**src/rtl/wt_pkg.sv**
```systemverilog
// Shared types and default widths for the write-through store buffer.
package wt_pkg;

    localparam int WT_ADDR_W = 10;
    localparam int WT_DATA_W = 32;
    localparam int WT_DEPTH  = 4;

    typedef enum logic [1:0] {
        IDLE  = 2'd0,
        ISSUE = 2'd1,
        GAP   = 2'd2
    } drain_state_e;

endpackage

```
**src/rtl/wt_fwd_lookup.sv**
```systemverilog
// Youngest-match search over buffered stores for load forwarding.
module wt_fwd_lookup #(
    parameter int DEPTH  = 4,
    parameter int ADDR_W = 10,
    parameter int DATA_W = 32,
    parameter int PTR_W  = $clog2(DEPTH)
) (
    input  logic [DEPTH-1:0]             valid,
    input  logic [DEPTH-1:0][ADDR_W-1:0] addr,
    input  logic [DEPTH-1:0][DATA_W-1:0] data,
    input  logic [PTR_W-1:0]             wr_ptr,
    input  logic [ADDR_W-1:0]            ld_addr,
    output logic                         ld_hit,
    output logic [DATA_W-1:0]            ld_data
);

    logic [PTR_W-1:0] idx;

    // Walk oldest to youngest so the last match, the youngest, wins.
    always_comb begin
        ld_hit  = 1'b0;
        ld_data = '0;
        idx     = '0;
        for (int i = DEPTH; i >= 1; i--) begin
            idx = wr_ptr - PTR_W'(i);
            if (valid[idx] && addr[idx] == ld_addr) begin
                ld_hit  = 1'b1;
                ld_data = data[idx];
            end
        end
    end

endmodule

```
**src/rtl/wt_write_buffer.sv**
```systemverilog
// Store buffer for the write-through path: in-order drain to memory
// over req/ack, with youngest-match forwarding to loads.
module wt_write_buffer
    import wt_pkg::*;
#(
    parameter int ADDR_W = WT_ADDR_W,
    parameter int DATA_W = WT_DATA_W,
    parameter int DEPTH  = WT_DEPTH,
    localparam int PTR_W = $clog2(DEPTH)
) (
    input  logic              clk,
    input  logic              rst,
    input  logic              cpu_wr_req,
    input  logic [ADDR_W-1:0] cpu_addr,
    input  logic [DATA_W-1:0] cpu_wdata,
    output logic              buf_full,
    output logic              buf_empty,
    output logic [PTR_W:0]    buf_count,
    output logic              mem_wr_req,
    output logic [ADDR_W-1:0] mem_addr,
    output logic [DATA_W-1:0] mem_wdata,
    input  logic              mem_ack,
    input  logic [ADDR_W-1:0] ld_addr,
    output logic              ld_hit,
    output logic [DATA_W-1:0] ld_data
);

    logic [DEPTH-1:0][ADDR_W-1:0] ent_addr_q;
    logic [DEPTH-1:0][DATA_W-1:0] ent_data_q;
    logic [DEPTH-1:0]             valid_q, valid_d;
    logic [PTR_W-1:0]             wr_ptr_q, wr_ptr_d;
    logic [PTR_W-1:0]             rd_ptr_q, rd_ptr_d;
    logic [PTR_W:0]               count_q, count_d;
    drain_state_e                 state_q, state_d;
    logic [ADDR_W-1:0]            mem_addr_q, mem_addr_d;
    logic [DATA_W-1:0]            mem_wdata_q, mem_wdata_d;

    logic push, pop, load;

    assign buf_full  = (count_q == (PTR_W+1)'(DEPTH));
    assign buf_empty = (count_q == '0);
    assign buf_count = count_q;
    assign mem_addr  = mem_addr_q;
    assign mem_wdata = mem_wdata_q;

    assign push = cpu_wr_req && !buf_full;
    assign pop  = (state_q == ISSUE) && mem_ack;

    always_comb begin
        wr_ptr_d = wr_ptr_q + PTR_W'(push);
        rd_ptr_d = rd_ptr_q + PTR_W'(pop);
        count_d  = count_q;
        unique case ({push, pop})
            2'b10:   count_d = count_q + 1'b1;
            2'b01:   count_d = count_q - 1'b1;
            default: count_d = count_q;
        endcase
        valid_d = valid_q;
        if (pop)  valid_d[rd_ptr_q] = 1'b0;
        if (push) valid_d[wr_ptr_q] = 1'b1;
    end

    always_comb begin
        state_d = state_q;
        unique case (state_q)
            IDLE:    if (count_q != '0) state_d = ISSUE;
            ISSUE:   if (mem_ack) state_d = GAP;
            GAP:     state_d = (count_q != '0) ? ISSUE : IDLE;
            default: state_d = IDLE;
        endcase
    end

    // Head is latched only on entry to ISSUE so it stays stable until ack.
    always_comb begin
        load        = (state_q != ISSUE) && (state_d == ISSUE);
        mem_addr_d  = load ? ent_addr_q[rd_ptr_q] : mem_addr_q;
        mem_wdata_d = load ? ent_data_q[rd_ptr_q] : mem_wdata_q;
    end

    always_comb begin
        mem_wr_req = (state_q == ISSUE);
    end

    always_ff @(posedge clk or negedge rst) begin
        if (!rst) begin
            valid_q     <= '0;
            wr_ptr_q    <= '0;
            rd_ptr_q    <= '0;
            count_q     <= '0;
            state_q     <= IDLE;
            mem_addr_q  <= '0;
            mem_wdata_q <= '0;
        end else begin
            valid_q     <= valid_d;
            wr_ptr_q    <= wr_ptr_d;
            rd_ptr_q    <= rd_ptr_d;
            count_q     <= count_d;
            state_q     <= state_d;
            mem_addr_q  <= mem_addr_d;
            mem_wdata_q <= mem_wdata_d;
        end
    end

    always_ff @(posedge clk) begin
        if (push) begin
            ent_addr_q[wr_ptr_q] <= cpu_addr;
            ent_data_q[wr_ptr_q] <= cpu_wdata;
        end
    end

    wt_fwd_lookup #(
        .DEPTH  (DEPTH),
        .ADDR_W (ADDR_W),
        .DATA_W (DATA_W),
        .PTR_W  (PTR_W)
    ) u_fwd (
        .valid   (valid_q),
        .addr    (ent_addr_q),
        .data    (ent_data_q),
        .wr_ptr  (wr_ptr_q),
        .ld_addr (ld_addr),
        .ld_hit  (ld_hit),
        .ld_data (ld_data)
    );

endmodule

```
**config.mk**
```make
export PLATFORM = sky130hd
export DESIGN_NAME = wt_write_buffer
export DESIGN_NICKNAME = d
export VERILOG_FILES = /design/src/rtl/wt_pkg.sv /design/src/rtl/wt_fwd_lookup.sv /design/src/rtl/wt_write_buffer.sv
export SDC_FILE = /design/constraint.sdc
export NUM_CORES = 1
export LEC_CHECK = 0
export ABC_CLOCK_PERIOD_IN_PS = 10500
export BUFFER_PORTS_ARGS = -buffer_cell sky130_fd_sc_hd__buf_2
export CAP_MARGIN = 30
export CORE_UTILIZATION = 35
export DETAILED_ROUTE_END_ITERATION = 12
export PLACE_DENSITY_LB_ADDON = 0.15
export SLEW_MARGIN = 20
export SYNTH_ARGS = -nofsm -noshare
export SYNTH_HDL_FRONTEND = slang
export SYNTH_SLANG_ARGS = --single-unit
```
**constraint.sdc**
```tcl
create_clock -name clk -period 10.5 [get_ports clk]
set_input_delay 0.525 -clock clk [delete_from_list [all_inputs] [get_ports clk]]
set_output_delay 0.525 -clock clk [all_outputs]
set_load 0.02 [all_outputs]
```
# Word level (Yosys, flattened, before mapping)
# Cells that the tools add are included.
# totals
output_inout_bits	81
inputBits	56
regBits	223
# classes
magnitude_cmp	7
n_eq_ne	11
reduce_logical	14
addsub	7
n_bitwise	3
mux	53
# ops
operator	count
$bmux 32 s2	5
$mux 32	10
$bwmux 128	1
$bmux 10 s2	5
$demux 32 s2	1
$mux 10	6
$bwmux 40	1
$eq 10x10->1	4
$demux 10 s2	1
$lt 2x3->1 const B	5
$mux 1	11
$logic_and 1x1->1	9
$bmux 1 s2	4
$mux 4	2
$eq 2x1->1 const B	3
$pmux 2 s3	1
$pmux 3 s2	1
$add 2x1->2	2
$and 4x4->4	1
$demux 1 s2	2
$eq 2x2->1 const B	2
$ge 2x1->1 const B	2
$mux 2	2
$not 4->4	1
12 further kinds	13

# Logic depth before layout (Yosys ltp)
# Gate-level depths: netlist of the first run.
# logic_depth
depth_word	9
ltp_mapped	16
mapped_depth_nobuf	10

# By module
# From an unflattened synthesis of the first run, not the netlist that was laid out.
# unflattened
cells_unflattened	1056
hier_area_um2	13855.8
# modules_own_cells
module	area_each_um2	instances	seq_area_each_um2	cells_per_inst
wt_write_buffer	8384.3	1	6421.2	363
wt_fwd_lookup	5471.5	1	0.0	693

# Worst setup path after synthesis of the first run
# OpenSTA, ideal clock, no wires.
# synth_timing
kind	register to output
from	register wr_ptr_q[1]
to	output ld_data[21]
stages_incl_launch_ff	15
n_path_buf	6
required_ns	9.975
t_arrival_ns	4.007
slack_ns	5.968
cell_sequence	dfrtp_1 -> buf_1 -> buf_1 -> inv_1 -> ha_1 -> buf_2 -> buf_4 -> buf_4 -> mux4_1 -> xnor2_1 -> o2111ai_1 -> nor4_4 -> buf_2 -> nand2_1 -> a32oi_1
# synth_between
elab_chain_cells	8
word_cells_on_any_way	39
cone_classes	3 x add/sub; 4 x eq/ne; 28 x mux; 4 x reduce/logical
# synth_rtl
item	line_no	source
from (decl)	wt_write_buffer.sv:31	logic [PTR_W-1:0] wr_ptr_q, wr_ptr_d;
from (signal assigned)	wt_write_buffer.sv:95	wr_ptr_q <= wr_ptr_d;
$sub 2x2->2 / $bmux 10 s2 (equally long branches)	wt_fwd_lookup.sv:25, wt_fwd_lookup.sv:26	
$bmux 10 s2 / $mux 10 (equally long branches)	wt_fwd_lookup.sv:26	if (valid[idx] && addr[idx] == ld_addr) begin
$mux 10 (implied by the code) / $eq 10x10->1 (equally long branches)	wt_fwd_lookup.sv:26	
$eq 10x10->1 / $logic_and 1x1->1 (equally long branches)	wt_fwd_lookup.sv:26	
$logic_and 1x1->1 / $mux 32 (equally long branches)	wt_fwd_lookup.sv:26	
$mux 32 (2 in series)	wt_fwd_lookup.sv:26	
$mux 32 (*)	wt_fwd_lookup.sv:26	
to (decl)	wt_write_buffer.sv:25	output logic [DATA_W-1:0] ld_data
# Mark *: on every way between the ends. The rest lies on a longest branch, timed or not. The select of a mux whose other input is x is not followed.

# Worst setup path after layout of the first run
# layout_timing
from	register wr_ptr_q[1]
to	output ld_data[19]
# The elaborated chain is that of the path after synthesis.

==> results of run 1 <==
-- per-layer routing --
layer  track usage  up-vias
met5             0        -
met4       0.05330        2
met3       0.02709       59
met2        0.3073      306
met1        0.2526     4682
li1              -     3857
-- through the flow --
| step | std cells | power (mW) | utilization | hold slack, ns | setup slack, ns |
|---|---|---|---|---|---|
| CTS | 1515 | 5.125 | 0.4118 | 0.1266 | 4.001 |
| global route | 1518 | 5.354 | 0.4135 | 0.1809 | 3.762 |
| finish | 1518 | 5.052 | 0.4135 | 0.1908 | 4.135 |
| global placement | 1462 | 4.098 | 0.3865 | 0.4859 | 4.650 |
| detailed placement | 1463 | 4.102 | 0.3871 | 0.4907 | 4.602 |
| floorplan | 875 | 3.518 | - | 0.2294 | 5.968 |
-- cells by family (layout without fill, tap and decap cells) --
| logic type | after synthesis | count (layout) | synth area share |
|---|---|---|---|
| flops | 223 | 223 | 0.4586 |
| buf+inv | 94 | 219 | 0.03342 |
| xor+xnor | 48 | 48 | 0.03002 |
| simple gates | 143 | 143 | 0.04718 |
| mux | 269 | 269 | 0.3785 |
| fa+ha+maj | 8 | 8 | 0.007685 |
| compound gates | 90 | 90 | 0.04459 |
-- state kept, by name, summed over array words and instances (netlist names) --
register    flops
buf_count       3
rd_ptr_q        2
ent_addr_q     40
mem_wdata      32
ent_data_q    128
mem_addr       10
valid_q         4
state_q         2
wr_ptr_q        2
-- synthesized netlist by cell type, drive strengths merged, types with 3 or more instances --
| master | number | area (um2) |
|---|---|---|
| a211oi | 3 | 22.52 |
| clkbuf | 40 | 150.1 |
| nand2b | 5 | 31.28 |
| mux2i | 27 | 270.3 |
| a32oi | 32 | 280.3 |
| nor2 | 7 | 26.28 |
| and2 | 7 | 43.80 |
| nor3 | 3 | 26.28 |
| a21o | 3 | 22.52 |
| edfxtp | 168 | 5045 |
| nor4 | 4 | 46.29 |
| mux4 | 199 | 4546 |
| inv | 9 | 33.78 |
| nor2b | 4 | 25.02 |
| o21ai | 37 | 185.2 |
| nand4 | 4 | 31.28 |
| nand2 | 102 | 382.9 |
| xnor2 | 32 | 280.3 |
| o22ai | 3 | 18.77 |
| dfrtp | 55 | 1376 |
| nand3 | 3 | 15.01 |
| mux2 | 43 | 484.2 |
| ha | 7 | 87.58 |
| buf | 45 | 284.0 |
| xor2 | 16 | 140.1 |
-- layout make-up --
| cell class | count | area, um2 |
|---|---|---|
| tap | 518 | 648.1 |
| clock buffer | 32 | 757.0 |
| sequential | 223 | 6434 |
| inverter | 9 | 33.78 |
| fill | 3526 | 22880 |
| multi-input combinational | 558 | 7144 |
| timing repair buffer | 158 | 903.4 |
| clock inverter | 20 | 207.7 |
-- worst max-delay path, delay by kind of cell (launching register included) --
| family | cells | cell delay, ns |
|---|---|---|
| AOI/OAI and AO/OA | 3 | 0.78 |
| adders and majority gates | 1 | 0.91 |
| buffers and inverters | 5 | 1.84 |
| DFF | 1 | 0.71 |
| muxes | 1 | 0.26 |
| and+or+nand+nor | 3 | 0.67 |
-- cell usage in the layout (no fill, tap or decap), types with 19 or more instances in the layout --
master and n:
xnor2_1 32, clkbuf_16 29, mux2i_1 27, mux4_2 182, edfxtp_1 168, mux2_2 43, a32oi_1 32, buf_2 135
buf_4 19, nand2_1 102, dfrtp_1 51, o21ai_0 33
-- worst max-delay path by stage --
stage / to / depth (start not counted) / startpoint
after detailed placement: ld_data[0] / 13 / wr_ptr_q[1]$_DFF_PN0_
after CTS: ld_data[0] / 13 / wr_ptr_q[1]$_DFF_PN0_
final: ld_data[19] / 13 / wr_ptr_q[1]$_DFF_PN0_
after global routing: ld_data[0] / 13 / wr_ptr_q[1]$_DFF_PN0_
after global placement: ld_data[0] / 13 / wr_ptr_q[1]$_DFF_PN0_
after floorplan: ld_data[21] / 14 / wr_ptr_q[1]$_DFF_PN0_
-- power breakdown --
part | leakage (nW) | total (mW) | switching [mW] | internal, mW
sequential | 2.18 | 1.46 | 0.241 | 1.22
combinational | 2.95 | 2.59 | 1.22 | 1.37
clock | 0.474 | 0.998 | 0.385 | 0.613
-- timing repair --
item                                   in CTS  in global routing
setup buffers                               0                  0
hold buffers                                0                  1
endpoints found under the hold margin       0                 20
gates resized for setup                     0                  0
==> flow_summary.json, run 1 <==
{
  "r2r-end": "ent_data_q[54]$_DFFE_PP_",
  "place_area_mm2": 0.01510,
  "ys_ff_latch": 223,
  "diodes": 0,
  "nets": 1042,
  "grt_first_pass_wirelength_mm": 57.38,
  "io_buffers": 136,
  "synthDistinctLibCells": 53,
  "vias": 8906,
  "routabilityCongestion": 0.7887,
  "cap_violations": 0,
  "hold_violations": 0,
  "syn_inst": 875,
  "status": "completed",
  "vias_per_cell": 5.867,
  "grt_usage": 0.1852,
  "area_growth_pct": 15.18,
  "ios": 137,
  "wl_met3_mm": 2.061,
  "cp.arrival_ns": 5.84,
  "crit_top_cell": "buf_4",
  "grt_max_degree": 64,
  "clockBufferDepth": 3,
  "ys.flop_type": "edfxtp_1",
  "worstSetupEndpointType": "output port",
  "crit_fanout": 57,
  "dieArea_mm2": 0.04081,
  "leakage_nw": 5.599,
  "worst_setup_path_start_kind": "register",
  "highest-signal-layer": "met5",
  "ys_warn_count": 0,
  "chipWidth_um": 202.0,
  "synth_seq_area_share": 0.4586,
  "hold_start": "cpu_addr[5]",
  "cts_root_buf": "clkbuf_16",
  "ff2ff_path_depth": 5,
  "fmax_ghz": 0.1571,
  "hold_end": "ent_addr_q[15]$_DFFE_PP_",
  "numCtsBuffers": 28,
  "synth_area_mm2": 0.01400,
  "finalSetupViolations": 0,
  "final_area_mm2": 0.01613,
  "p_per_area_mw_per_mm2": 313.3,
  "fin_crit_sh": 0.6062,
  "die_h_um": 202.0,
  "grt_pass1_vias": 9069,
  "drive_above_1_share": 0.4410,
  "fin_crit_ns": 6.365,
  "insertion_delay_ns": 0.55,
  "grt_overflow": 0,
  "path_cells": "inv_1, ha_4, buf_4, mux2i_1, a211oi_1, o2111ai_1, nor4_4, buf_4, nor3_4, buf_4, nand2_1, a32oi_1, buf_2",
  "hold_depth": 1,
  "r2r_start": "wr_ptr_q[0]$_DFF_PN0_",
  "setup_tns_ns": 0,
  "clock-sinks": 223,
  "syn_nets": 939,
  "crit_path_max_incr_delay_ns": 0.91,
  "wirelength_mm": 37.52,
  "drc_errors": 0,
  "drt-initial-drc-count": 736,
  "initial_core_util": 0.3590,
  "avgSynthCellArea_um2": 16.00,
  "slew_viol_final": 0,
  "synthArstFlopShare": 0.2466,
  "clk_pin_slew_ns": 0.06,
  "worst_pin_slew_ns": 0.9628,
  "ir_worst_vdd_v": 0.0002168,
  "met1_length_mm": 16.09,
  "rsz0062_at_grt": "false",
  "crit_required_ns": 9.98,
  "hold_path_class": "primary input to register",
  "wl_met2_mm": 18.47,
  "coreArea_mm2": 0.03901,
  "postRouteAntennaNets": 0,
  "cts.htree.levels": 1,
  "relSlewSlack": 0.3582,
  "path_class": "register to output port",
  "dpl.hpwl_mm": 23.78,
  "row_count": 72,
  "synth_edf_count": 168,
  "clock_skew_ns": 0.01318,
  "cts_tree": "yes",
  "routedWlPerCell_um": 24.71,
  "drt_pass1_iterations": 5,
  "critical-path-slowest-cell": "ha_4",
  "reg2reg_slack_ns": 7.62,
  "antenna_found_initial": 1
}
(Power assumes the default switching activity.)
==> run 2, diff against run 1 <==
- ABC_AREA: unset -> 1
- ABC_CLOCK_PERIOD_IN_PS: 10500 -> 6000
- clock period: 10.5 -> 6 ns (I/O delays scaled with it)
==> run 2 against run 1 <==
Effect of this change:
- via count grew 49%
- global-route usage up 4.0 points
- register-to-register slack worse by 5.0 ns
- die area grew 2.5%
- critical path depth rose by 1
- synthesized cell count is 110% higher
- worst hold slack improved by 0.071 ns
- core utilization rose by 0.62 points
- total power grew 82%
- largest power group unchanged
- design area grew 4.3%
- sequential share of layout area fell by 1.7 points
==> flow_summary.json, run 2 <==
{
  "crit_required_ns": 5.70,
  "yosys.area.top_type": "edfxtp_1",
  "post_cts_resized": 0,
  "worstSetupEndpointType": "output port",
  "cts_root_buf": "clkbuf_16",
  "clock-sinks": 223,
  "clock_skew_ns": 0.009279,
  "numCtsBuffers": 27,
  "cp.arrival_ns": 4.82,
  "seqPwrFrac": 0.262,
  "p_switching_mw": 4.511,
  "r2r-end": "mem_wdata[1]$_DFFE_PN0P_",
  "fin_crit_sh": 0.8540,
  "endpoint": "ld_data[3]",
  "area_growth_pct": 17.23,
  "worst_pin_slew_ns": 0.9500,
  "status": "completed",
  "routabilityCongestion": 0.8703,
  "clk_pin_slew_ns": 0.06,
  "cts_tree": "yes",
  "grt_overflow": 0,
  "vias": 13270,
  "synth_top_area_frac": 0.3514,
  "rsz0062_at_grt": "false",
  "diodes": 0,
  "utilization": 0.4197,
  "power.internal_mw": 4.706,
  "avgSynthCellArea_um2": 7.672,
  "chipWidth_um": 204.5,
  "netlist_top_cells_area": "edfxtp_1 (35%), nand2_1 (13%), dfrtp_1 (9.6%), nand3_1 (7.3%), o21ai_0 (6.3%)",
  "routedWlPerCell_um": 18.43,
  "insertion_delay_ns": 0.56,
  "postRouteAntennaNets": 0,
  "ys_warn_count": 0,
  "combPwrFrac": 0.564,
  "synthDistinctLibCells": 38,
  "syn_inst": 1871,
  "ys.flop_type": "edfxtp_1",
  "largest_reg_flops": 128,
  "synth_seq_area_share": 0.4473,
  "clkPwrFrac": 0.174,
  "r2r_start": "rd_ptr_q[0]$_DFF_PN0_",
  "path_class": "register to output port",
  "cap_violations": 0,
  "crit_path_max_incr_delay_ns": 0.72,
  "reg2reg_slack_ns": 2.67,
  "grt_pass1_vias": 12800,
  "finalSetupViolations": 0,
  "fmax_ghz": 0.1952,
  "drive_above_1_share": 0.1165,
  "critPathLaunch": "wr_ptr_q[0]$_DFF_PN0_",
  "ff2ff_path_depth": 6,
  "io_buffers": 136,
  "die_h_um": 204.5,
  "grt_first_pass_wirelength_mm": 72.17,
  "final_cell_mix": "nand2_1 (510), inv_1 (224), nand3_1 (207)",
  "critical-path-slowest-cell": "dfrtp_4",
  "relSlewSlack": 0.3666,
  "dieArea_mm2": 0.04183,
  "ir_worst_vdd_v": 0.0003045,
  "path_cells": "inv_4, ha_4, inv_1, nand3_1, o21ai_0, a21oi_1, nand3_1, nor2_1, nand3_2, buf_4, nand2_1, inv_1, a21oi_1, buf_2",
  "ios": 137,
  "dpl.hpwl_mm": 29.52,
  "leakage_nw": 7.631,
  "final_common_cell": "nand2_1",
  "cts.htree.levels": 1,
  "hold_path_class": "primary input to register",
  "ys_ff_latch": 223,
  "regMostFlops": "ent_data_q",
  "row_count": 73,
  "grt_usage": 0.2251,
  "yosys-top-cells-count": "nand2_1 (510), inv_1 (224), nand3_1 (208)",
  "clockBufferDepth": 3,
  "initial_core_util": 0.3580,
  "crit_fanout": 43,
  "p_sw_frac": 0.4895,
  "drc_errors": 0,
  "synthArstFlopShare": 0.2466,
  "worst_setup_path_start_kind": "register",
  "p_per_area_mw_per_mm2": 547.7,
  "synth_area_mm2": 0.01436,
  "coreArea_mm2": 0.04010,
  "yosysMostFrequentCell": "nand2_1",
  "antenna_found_initial": 0,
  "vias_per_cell": 5.238,
  "drt-initial-drc-count": 896,
  "setup_tns_ns": 0,
  "synth_edf_count": 168,
  "nets": 2052,
  "slew_viol_final": 0,
  "grt_max_degree": 90,
  "drt_pass1_iterations": 6,
  "syn_nets": 1935,
  "wirelength_mm": 46.71,
  "fin_crit_ns": 5.124,
  "hold_violations": 0
}
-- run 2: changes by cell type after synthesis, moves of 93 or more --
cell | previous run | this run
nand3_1 | 3 | 208
nor2_1 | 7 | 100
o21ai_0 | 33 | 181
inv_1 | 9 | 224
nand2_1 | 102 | 510
mux4_2 | 182 | 0
-- run 2: power by group through the flow --
stage          sequential [mW]  clock [mW]  combinational (mW)
3_5_place_dp              2.45           0                5.13
5_1_grt                   2.47        1.69                5.83
2_1_floorplan             2.54           0                3.55
6_report                  2.41        1.60                5.20
3_3_place_gp              2.44           0                4.98
4_1_cts                   2.42        1.64                5.18
-- run 2: through the flow --
stage,hold WS (ns),worst slack (ns),instance area (um2),total power [mW],instances
global route,0.2859,0.5587,16830,9.988,2534
floorplan,0.004409,2.314,14360,6.090,1871
finish,0.2617,0.8762,16830,9.217,2534
CTS,0.2421,0.8424,16750,9.238,2531
detailed placement,0.5093,1.460,15450,7.577,2437
global placement,0.4999,1.304,15320,7.423,2432
-- run 2: metal layers --
metal  up-vias  track usage  wire length [um]
li1       6523            -                 -
met1      6265       0.2985             20890
met2       386       0.3745             21760
met3        98      0.02657              2547
met4         0      0.08609              1515
met5         -            0                 0
-- run 2: cell families (layout without fill, tap and decap cells) --
family          count (synthesis)  in the layout  share of synthesized area
simple gates                  833            833                     0.2401
mux                            64             64                    0.04463
fa+ha+maj                       8              8                   0.007496
flops                         223            223                     0.4473
xor+xnor                       11             11                   0.006711
buf+inv                       354            492                     0.1045
compound gates                378            378                     0.1492
-- run 2: final cells by class --
class	count	area (um2)
flip-flops and latches	223	6426
multi-input cells	1294	6504
inverters	227	854.6
repair buffers	215	1529
clock inverters	12	121.4
well taps	525	656.9
fillers	4075	23270
clock buffers	38	737.0
-- run 2: repair_timing --
item	CTS	global route
hold buffers	44	0
endpoints found under the hold margin	215	0
setup endpoints to repair	0	0
buffers inserted	0	0
-- run 2: worst min path at each step --
stage | slack (ns) | cells past startpoint | start | endpoint
6_report | 0.26 | 4 | cpu_wr_req | wr_ptr_q[0]$_DFF_PN0_
5_1_grt | 0.29 | 4 | cpu_wr_req | wr_ptr_q[0]$_DFF_PN0_
4_1_cts | 0.24 | 4 | cpu_wr_req | wr_ptr_q[0]$_DFF_PN0_
3_5_place_dp | 0.51 | 2 | mem_wdata[3]$_DFFE_PN0P_ | mem_wdata[3]$_DFFE_PN0P_
3_3_place_gp | 0.50 | 2 | valid_q[0]$_DFF_PN0_ | valid_q[0]$_DFF_PN0_
2_1_floorplan | 0.004 | 0 | rst | buf_count[0]$_DFFE_PN0P_
-- run 2: worst max-delay path: cells and delay by family (launching register included) --
| family | cells | cell delay (ns) |
|---|---|---|
| simple gates | 5 | 1.05 |
| compound gates | 3 | 0.51 |
| flops | 1 | 0.72 |
| fa+ha+maj | 1 | 0.55 |
| buf+inv | 5 | 1.39 |
